===== src/rtl/lc3b_mem_pkg.sv =====
// Shared types for the LC-3b memory-access unit: FSM state encoding and access-size codes.
package lc3b_mem_pkg;

  typedef enum logic [1:0] {
    IDLE = 2'd0,
    BUS  = 2'd1,
    RESP = 2'd2
  } mem_state_t;

  localparam logic SIZE_BYTE = 1'b0;
  localparam logic SIZE_WORD = 1'b1;

endpackage


===== src/rtl/lc3b_byte_lane.sv =====
// Combinational byte-lane steering. WRITE=1 replicates the low byte across all lanes;
// WRITE=0 selects one lane and sign/zero-extends it. Full-word accesses pass through.
module lc3b_byte_lane
  import lc3b_mem_pkg::*;
#(
  parameter int DATA_W = 16,
  parameter int LANE_W = $clog2(DATA_W / 8),
  parameter bit WRITE  = 1'b0
) (
  input  logic [LANE_W-1:0] lane,
  input  logic              size,
  input  logic              sext,
  input  logic [DATA_W-1:0] data_in,
  output logic [DATA_W-1:0] data_out
);

  localparam int LANES = DATA_W / 8;

  logic [7:0]        lane_byte;
  logic [DATA_W-1:0] extended;
  logic [DATA_W-1:0] replicated;

  assign lane_byte = data_in[8*lane +: 8];
  assign extended  = {{(DATA_W-8){sext & lane_byte[7]}}, lane_byte};

  for (genvar gi = 0; gi < LANES; gi++) begin : g_rep
    assign replicated[8*gi +: 8] = data_in[7:0];
  end

  assign data_out = (size == SIZE_BYTE) ? (WRITE ? replicated : extended) : data_in;

endmodule


===== src/rtl/lc3b_mem_unit.sv =====
// LC-3b memory-access unit: one load/store per transaction over a req/ack bus with lane steering.
// Optional bus timeout is built when MEM_UNIT_TIMEOUT_EN is defined.
module lc3b_mem_unit
  import lc3b_mem_pkg::*;
#(
  parameter int DATA_W   = 16,
  parameter int ADDR_W   = 16,
  parameter int MAX_WAIT = 15
) (
  input  logic                  clk,
  input  logic                  reset,
  input  logic                  req_valid,
  output logic                  req_ready,
  input  logic                  req_write,
  input  logic                  req_size,
  input  logic                  req_sext,
  input  logic [ADDR_W-1:0]     req_addr,
  input  logic [DATA_W-1:0]     req_wdata,
  output logic                  rsp_valid,
  output logic [DATA_W-1:0]     rsp_rdata,
  output logic                  rsp_err,
  output logic                  mem_req,
  output logic                  mem_we,
  output logic [DATA_W/8-1:0]   mem_be,
  output logic [ADDR_W-1:0]     mem_addr,
  output logic [DATA_W-1:0]     mem_wdata,
  input  logic [DATA_W-1:0]     mem_rdata,
  input  logic                  mem_ack
);

  localparam int LANES  = DATA_W / 8;
  localparam int LANE_W = $clog2(LANES);
  // Unsupported parameter sets never accept a request.
  localparam bit CFG_OK = ((DATA_W == 16) || (DATA_W == 32)) && (MAX_WAIT > 0);

  mem_state_t        state_reg;
  logic              write_reg;
  logic              size_reg;
  logic              sext_reg;
  logic [LANE_W-1:0] lane_reg;

  logic              mem_req_reg;
  logic              mem_we_reg;
  logic [LANES-1:0]  mem_be_reg;
  logic [ADDR_W-1:0] mem_addr_reg;
  logic [DATA_W-1:0] mem_wdata_reg;
  logic              rsp_valid_reg;
  logic              rsp_err_reg;
  logic [DATA_W-1:0] rsp_rdata_reg;

  logic [LANE_W-1:0] req_lane;
  logic [LANES-1:0]  be_next;
  logic [ADDR_W-1:0] addr_next;
  logic [DATA_W-1:0] wdata_next;
  logic [DATA_W-1:0] rdata_next;
  logic              accept;
  logic              misaligned;

`ifdef MEM_UNIT_TIMEOUT_EN
  localparam int WAIT_W = $clog2(MAX_WAIT + 1);
  logic [WAIT_W-1:0] wait_cnt_reg;
`endif

  assign req_lane   = req_addr[LANE_W-1:0];
  assign req_ready  = CFG_OK && (state_reg == IDLE);
  assign accept     = req_valid && req_ready;
  assign misaligned = (req_size == SIZE_WORD) && (req_lane != '0);
  assign addr_next  = {req_addr[ADDR_W-1:LANE_W], {LANE_W{1'b0}}};

  for (genvar gi = 0; gi < LANES; gi++) begin : g_be
    assign be_next[gi] = (req_size == SIZE_WORD) || (req_lane == LANE_W'(gi));
  end

  lc3b_byte_lane #(
    .DATA_W (DATA_W),
    .LANE_W (LANE_W),
    .WRITE  (1'b1)
  ) u_wr_lane (
    .lane     (req_lane),
    .size     (req_size),
    .sext     (1'b0),
    .data_in  (req_wdata),
    .data_out (wdata_next)
  );

  lc3b_byte_lane #(
    .DATA_W (DATA_W),
    .LANE_W (LANE_W),
    .WRITE  (1'b0)
  ) u_rd_lane (
    .lane     (lane_reg),
    .size     (size_reg),
    .sext     (sext_reg),
    .data_in  (mem_rdata),
    .data_out (rdata_next)
  );

  always_ff @(posedge clk or negedge reset) begin
    if (!reset) begin
      state_reg     <= IDLE;
      write_reg     <= 1'b0;
      size_reg      <= SIZE_BYTE;
      sext_reg      <= 1'b0;
      lane_reg      <= '0;
      mem_req_reg   <= 1'b0;
      mem_we_reg    <= 1'b0;
      mem_be_reg    <= '0;
      mem_addr_reg  <= '0;
      mem_wdata_reg <= '0;
      rsp_valid_reg <= 1'b0;
      rsp_err_reg   <= 1'b0;
      rsp_rdata_reg <= '0;
`ifdef MEM_UNIT_TIMEOUT_EN
      wait_cnt_reg  <= '0;
`endif
    end else begin
      rsp_valid_reg <= 1'b0;
      case (state_reg)
        IDLE: begin
          if (accept) begin
            write_reg <= req_write;
            size_reg  <= req_size;
            sext_reg  <= req_sext;
            lane_reg  <= req_lane;
            if (misaligned) begin
              // Trap without touching the bus.
              state_reg     <= RESP;
              rsp_valid_reg <= 1'b1;
              rsp_err_reg   <= 1'b1;
              rsp_rdata_reg <= '0;
            end else begin
              state_reg     <= BUS;
              mem_req_reg   <= 1'b1;
              mem_we_reg    <= req_write;
              mem_be_reg    <= be_next;
              mem_addr_reg  <= addr_next;
              mem_wdata_reg <= wdata_next;
`ifdef MEM_UNIT_TIMEOUT_EN
              wait_cnt_reg  <= '0;
`endif
            end
          end
        end
        BUS: begin
          if (mem_ack) begin
            state_reg     <= RESP;
            mem_req_reg   <= 1'b0;
            mem_we_reg    <= 1'b0;
            mem_be_reg    <= '0;
            rsp_valid_reg <= 1'b1;
            rsp_err_reg   <= 1'b0;
            rsp_rdata_reg <= write_reg ? '0 : rdata_next;
          end
`ifdef MEM_UNIT_TIMEOUT_EN
          // An ack arriving in the expiry cycle takes priority over the timeout.
          else if (wait_cnt_reg == WAIT_W'(MAX_WAIT - 1)) begin
            state_reg     <= RESP;
            mem_req_reg   <= 1'b0;
            mem_we_reg    <= 1'b0;
            mem_be_reg    <= '0;
            rsp_valid_reg <= 1'b1;
            rsp_err_reg   <= 1'b1;
            rsp_rdata_reg <= '0;
            wait_cnt_reg  <= '0;
          end else begin
            wait_cnt_reg  <= wait_cnt_reg + 1'b1;
          end
`endif
        end
        RESP: begin
          state_reg     <= IDLE;
          rsp_err_reg   <= 1'b0;
          rsp_rdata_reg <= '0;
        end
        default: state_reg <= IDLE;
      endcase
    end
  end

  assign mem_req   = mem_req_reg;
  assign mem_we    = mem_we_reg;
  assign mem_be    = mem_be_reg;
  assign mem_addr  = mem_addr_reg;
  assign mem_wdata = mem_wdata_reg;
  assign rsp_valid = rsp_valid_reg;
  assign rsp_err   = rsp_err_reg;
  assign rsp_rdata = rsp_rdata_reg;

endmodule


===== config.mk =====
export PLATFORM = sky130hd
export DESIGN_NAME = lc3b_mem_unit
export DESIGN_NICKNAME = d
export VERILOG_FILES = /design/src/rtl/lc3b_mem_pkg.sv /design/src/rtl/lc3b_byte_lane.sv /design/src/rtl/lc3b_mem_unit.sv
export SDC_FILE = /design/constraint.sdc
export NUM_CORES = 1
export LEC_CHECK = 0
export CELL_PAD_IN_SITES_DETAIL_PLACEMENT = 1
export CELL_PAD_IN_SITES_GLOBAL_PLACEMENT = 2
export CORE_AREA = 2 2 101 103
export DETAILED_ROUTE_END_ITERATION = 8
export DIE_AREA = 0 0 103 105
export GPL_TIMING_DRIVEN = 0
export PLACE_DENSITY = 0.9
export SETUP_SLACK_MARGIN = 0.02
export SKIP_LAST_GASP = 1
export SYNTH_ARGS = -nofsm -noshare
export SYNTH_HDL_FRONTEND = slang
export SYNTH_SLANG_ARGS = --single-unit

===== constraint.sdc =====
create_clock -name clk -period 6 [get_ports clk]
set_input_delay 1.5 -clock clk [delete_from_list [all_inputs] [get_ports clk]]
set_output_delay 1.5 -clock clk [all_outputs]
set_load 0.02 [all_outputs]

# Word-level counts from Yosys, hierarchy flattened
# Cells that the tools add are included.
# word_totals
ff_bits	59
output_inout_bits	55
# classes
n_eq_ne	6
n_shift	1
mux	29
n_bitwise	3
n_reduce_logical	12
# op_table
op	n
two-way mux 16 bit	6
one-hot mux 16 bit (3 select lines)	1
indexed part select 16 x 5 -> 8 bit	1
two-way mux 2 bit	6
two-way mux 1 bit	10
one-hot mux 2 bit (2 select lines)	2
AND reduction 4 bit	2
one-hot mux 1 bit (2 select lines)	3
!= test 2 x 1 -> 1 bit, second input constant	2
!= test 2 bit, second input constant	2
AND reduction 2 bit	2
one-hot mux 1 bit (3 select lines)	1
AND reduction 3 bit	1
nonzero test 3 bit	1
equality test 2 x 1 -> 1 bit, second input constant	1
equality test 2 bit, second input constant	1
logical AND 1 bit	2
logical NOT 2 bit	1
logical OR 1 bit	2
NOT 1 bit	2
nonzero test 2 bit	1
bitwise AND 1 bit	1

# Longest topological paths before layout
# logic_depth
ltp_word	6
mapped_depth	8
depth_no_buf	5

# By module
# From an unflattened synthesis, not the netlist that was laid out.
# unflattened
cells_unflattened	241
area_unflattened_um2	2942.8
# by_module_without_submodules
mod	instances	cells_per_inst	area_each_um2	seq_area_each_um2
lc3b_mem_unit	1	193	2501.1	1476.4
lc3b_byte_lane (u_rd_lane)	1	31	250.2	0.0
lc3b_byte_lane (u_wr_lane)	1	17	191.4	0.0

# Worst setup path before layout
# No wires, ideal clock.
# synth_timing
path_type	input to register
from	input req_addr[0]
to	register rsp_rdata_reg[10], in the netlist rsp_rdata[10]
setup_ns	0.122
arrival_time_ns	2.676
slack_ns	3.202
path_stages	6
n_path_buf	3
path_cell_list	buf_2 > a21boi_1 > or4_4 > buf_6 > buf_6 > a32o_1
# synth_via
elab_chain_cells	3
# synth_lines
item	line	text
start: declaration	lc3b_mem_unit.sv:17	input logic [ADDR_W-1:0] req_addr,
logical AND 1 bit	lc3b_mem_unit.sv:67	assign misaligned = (req_size == SIZE_WORD) && (req_lane != '0);
!= test 2 x 1 -> 1 bit (no source line)	n/a	
AND reduction 4 bit (no source line)	n/a	
end signal: assignment	lc3b_mem_unit.sv:152	rsp_rdata_reg <= write_reg ? '0 : rdata_next;
end: declaration	lc3b_mem_unit.sv:49	logic [DATA_W-1:0] rsp_rdata_reg;
# No other way between the ends.
# A chain may end at the register's enable or synchronous reset.

# Worst setup path in the final report
# layout_timing
from	register state_reg[0]
to	output req_ready
# layout_via
elab_chain_cells	1
# layout_lines
item	line	text
start: declaration	lc3b_mem_unit.sv:36	mem_state_t state_reg;
start signal: assignment	lc3b_mem_unit.sv:100	state_reg <= IDLE;
start signal: assignment	lc3b_mem_unit.sv:127	state_reg <= RESP;
start signal: assignment	lc3b_mem_unit.sv:132	state_reg <= BUS;
logical NOT 2 bit	lc3b_mem_unit.sv:65	assign req_ready = CFG_OK && (state_reg == IDLE);
end: declaration	lc3b_mem_unit.sv:13	output logic req_ready,
# No other way between the ends.

==> impl_results.md <==
- Status: finished clean
- Number of DRC violations after detailed-routing iteration 0: 50
- Area leader, netlist: sky130_fd_sc_hd__dfrtp_1
- Power density normalized to cell area: 524 mW/mm2
- Flip-flop and latch count after synthesis: 59
- Count of antenna diodes in the layout: 0
- Horizontal die dimension: 103 um
- Final #Nets: 400
- Wire length of the first global-routing pass: ~13 mm
- DP Area: 0.00392 mm2
- Core area: between 0.009 and 0.01 mm2
- Antenna violations before repair: 0
- Global router's overall resource usage: 0.155
- P&R area growth vs syn: 52.3%
- Clock tree from TritonCTS: yes
- Minimum period implied by the final worst setup slack: ~3.3 ns
- Hold-fix buffers, CTS: 0
- Fraction of layout cells with a size suffix above 1: 0.153
- Post-CTS Repair Setup Buffers: 0
- Cell area after synthesis: about 0.0027 mm2
- Transition time of the tightest slew-check pin: 0.836 ns
- Number of iterations in the first detailed-routing pass: 4
- DIE AREA: 0.0108 mm2
- Worst slew margin relative to its limit: 0.439
- Synthesized netlist cell count: between 200 and 250
- CTS max path bufs: 2
- RSZ-0062 raised after global routing: false
- Number of distinct library cell variants in the gate-level netlist after synthesis: 33
- Antenna Violating Nets Remaining: 0
- Kind of end point of the critical path: output pin
- Reg clk slew, reported paths: 0.07 ns
- Nets in the synthesized netlist: between 200 and 300
- Routability congestion estimate: 0.765
- Part of the Yosys area used for sequential elements: 0.551
- Remaining global-route overflow: 0
- CTS-repair resized insts: 0
- Vias in the first global route: roughly 2.5k
- Fin crit share: 0.553
- Clock Latency Late Sink: roughly 0.33 ns
- Num rows: 36
- Largest net degree at the start of global routing: 31
- Total count of hold-check failures in the final report: 0
- WP data required: approximately 4.5 ns
- Yosys top cell area share: 0.551
- Port Buffers: 106
- Crit Path Class: reg -> out
- Vias/cell: between 4 and 5
- Sort of element at the start of the critical path: flop
- Hold WC Path Type: reg -> reg
- CP arrival: about 1.8 ns
- Drc violations: 0
- HPWL after DPL: between 5 and 6 mm
- Number of H-tree levels: 3
- Clock Skew: approximately 0.0064 ns
- Standby leakage power: 1.76 nW
- Number of slew-limit violations in the final report: 0
- Post-Route Setup TNS: 0 ns
- Cts bufs inserted: 9
- Total length of routed wires: around 7.8 mm
- Vias: ~2.2k
- Maximum net fanout on the critical path: 8
- Final setup violation count: 0
- Count of maximum capacitance violations: 0
- Total non-filler cell area in the finished layout: 0.00408 mm2
- Ys Warns: 0
- Cell types occupying the most area after synthesis: sky130_fd_sc_hd__dfrtp_1 55%, sky130_fd_sc_hd__mux2_2 9.7%, sky130_fd_sc_hd__mux2i_1 6.7%
- Avg WL per Cell: 16.2 um
- Max Freq: roughly 0.30 GHz
- Chip height: 105 um
- Mapped Avg Cell Area: ~12 um2
- Top-Level Pins: between 100 and 150
- Master cell of the clock root buffer: sky130_fd_sc_hd__clkbuf_8
- Number of sinks driven by the clock tree: 59
- Starting utilization of the core area: 0.278
- Maximum resistive drop on vdd: just over 0.2 mV
-- power breakdown --
| part | total (mW) | internal [mW] | leakage [nW] | switching [mW] |
|---|---|---|---|---|
| Sequential | 0.681 | 0.581 | 0.729 | 0.101 |
| Clock | 0.310 | 0.157 | 0.0860 | 0.153 |
| Combinational | 1.15 | 0.551 | 0.942 | 0.596 |
| Total | 2.14 | 1.29 | 1.76 | 0.849 |
-- per-stage QoR --
stage	total power, mW	utilization	hold slack [ns]	setup slack, ns	instances
after detailed placement	1.85	0.407	0.492	2.51	464
after floorplan	1.32	-	0.446	3.20	224
final	2.14	0.424	0.501	2.68	479
after CTS	2.17	0.424	0.510	2.67	479
after global routing	2.28	0.424	0.521	2.58	479
after global placement	1.81	0.405	0.463	1.47	463
-- synthesized netlist by cell type --
| master | number |
|---|---|
| sky130_fd_sc_hd__nor2b_1 | 1 |
| sky130_fd_sc_hd__buf_1 | 3 |
| sky130_fd_sc_hd__nor2b_4 | 1 |
| sky130_fd_sc_hd__or4_4 | 1 |
| sky130_fd_sc_hd__a21oi_2 | 1 |
| sky130_fd_sc_hd__and2_0 | 1 |
| sky130_fd_sc_hd__o31ai_1 | 7 |
| sky130_fd_sc_hd__a21bo_2 | 1 |
| sky130_fd_sc_hd__a21oi_1 | 25 |
| sky130_fd_sc_hd__o32ai_1 | 3 |
| sky130_fd_sc_hd__buf_6 | 3 |
| sky130_fd_sc_hd__mux2i_1 | 18 |
| sky130_fd_sc_hd__nand2_1 | 12 |
| sky130_fd_sc_hd__o22ai_1 | 3 |
| sky130_fd_sc_hd__buf_2 | 5 |
| sky130_fd_sc_hd__ha_1 | 3 |
| sky130_fd_sc_hd__a211oi_1 | 1 |
| sky130_fd_sc_hd__a32o_1 | 8 |
| sky130_fd_sc_hd__conb_1 | 1 |
| sky130_fd_sc_hd__o31ai_2 | 1 |
| sky130_fd_sc_hd__mux2_2 | 23 |
| sky130_fd_sc_hd__buf_4 | 1 |
| sky130_fd_sc_hd__inv_1 | 17 |
| sky130_fd_sc_hd__o21ba_2 | 1 |
| sky130_fd_sc_hd__o21ai_0 | 3 |
| sky130_fd_sc_hd__nor3_1 | 1 |
| sky130_fd_sc_hd__nand2b_1 | 2 |
| sky130_fd_sc_hd__a21boi_1 | 1 |
| sky130_fd_sc_hd__o41ai_1 | 8 |
| sky130_fd_sc_hd__nand3b_1 | 1 |
| sky130_fd_sc_hd__dfrtp_1 | 59 |
| sky130_fd_sc_hd__nor2_1 | 3 |
| sky130_fd_sc_hd__clkbuf_1 | 5 |
-- worst paths after layout --
path                            cells after the start            end  slack [ns]         start
worst max-delay path                                3      req_ready        2.68  state_reg[0]
min in group asynchronous                           1   mem_wdata[1]        1.21         reset
worst min-delay path                                2       sext_reg        0.50      sext_reg
max in group asynchronous                           2   rsp_rdata[3]        4.18         reset
worst max register to register                      6  rsp_rdata[13]        3.63  state_reg[0]
worst min register to register                      2       sext_reg        0.50      sext_reg
-- area by class of cell --
class                           instances  area (um2)
Clock inverter                          3        15.0
Fill cell                            1099        5560
Timing Repair Buffer                  107        1080
Tap cell                              133         166
Multi-Input combinational cell        131        1040
Inverter                               17        63.8
Buffer                                 17        96.3
Clock buffer                           12         145
Sequential cell                        59        1480
-- routing by layer --
layer,up-vias,wire length (um),global-route usage
li1,1046,-,-
met1,1077,3060,0.181
met2,68,4060,0.263
met3,9,556,0.0595
met4,0,99,0.0432
met5,-,0,0
-- kinds of logic (layout without fill, tap and decap cells) --
group | count (synthesis) | in the layout | synth area share
simple gates | 23 | 23 | 0.0443
other cells | 1 | 1 | 0.00140
compound gates | 63 | 63 | 0.166
fa+ha+maj | 3 | 3 | 0.0140
mux | 41 | 41 | 0.164
flops | 59 | 59 | 0.551
buf+inv | 34 | 156 | 0.0598
-- cell usage in the layout (no fill, tap or decap), types with 2 or more instances in the layout --
master / synthesis / layout
sky130_fd_sc_hd__mux2_2: 23 / 23
sky130_fd_sc_hd__nand2_1: 12 / 12
sky130_fd_sc_hd__dfrtp_1: 59 / 59
sky130_fd_sc_hd__o21ai_0: 3 / 3
sky130_fd_sc_hd__buf_2: 5 / 6
sky130_fd_sc_hd__clkinv_2: 0 / 3
sky130_fd_sc_hd__o31ai_1: 7 / 7
sky130_fd_sc_hd__o32ai_1: 3 / 3
sky130_fd_sc_hd__nor2_1: 3 / 3
sky130_fd_sc_hd__a21oi_1: 25 / 25
sky130_fd_sc_hd__clkbuf_8: 0 / 10
sky130_fd_sc_hd__buf_1: 3 / 3
sky130_fd_sc_hd__o41ai_1: 8 / 8
sky130_fd_sc_hd__clkbuf_1: 5 / 7
sky130_fd_sc_hd__clkdlybuf4s50_1: 0 / 105
sky130_fd_sc_hd__a32o_1: 8 / 8
sky130_fd_sc_hd__ha_1: 3 / 3
sky130_fd_sc_hd__nand2b_1: 2 / 2
sky130_fd_sc_hd__buf_6: 3 / 3
sky130_fd_sc_hd__inv_1: 17 / 17
sky130_fd_sc_hd__mux2i_1: 18 / 18
sky130_fd_sc_hd__o22ai_1: 3 / 3
-- critical path, cell delays in order (launching register included) --
cell                              delay, ns
sky130_fd_sc_hd__dfrtp_1               0.40
sky130_fd_sc_hd__inv_1                 0.10
sky130_fd_sc_hd__ha_1                  0.32
sky130_fd_sc_hd__clkdlybuf4s50_1       0.66
No activity file was read; power rests on OpenSTA's default activity.
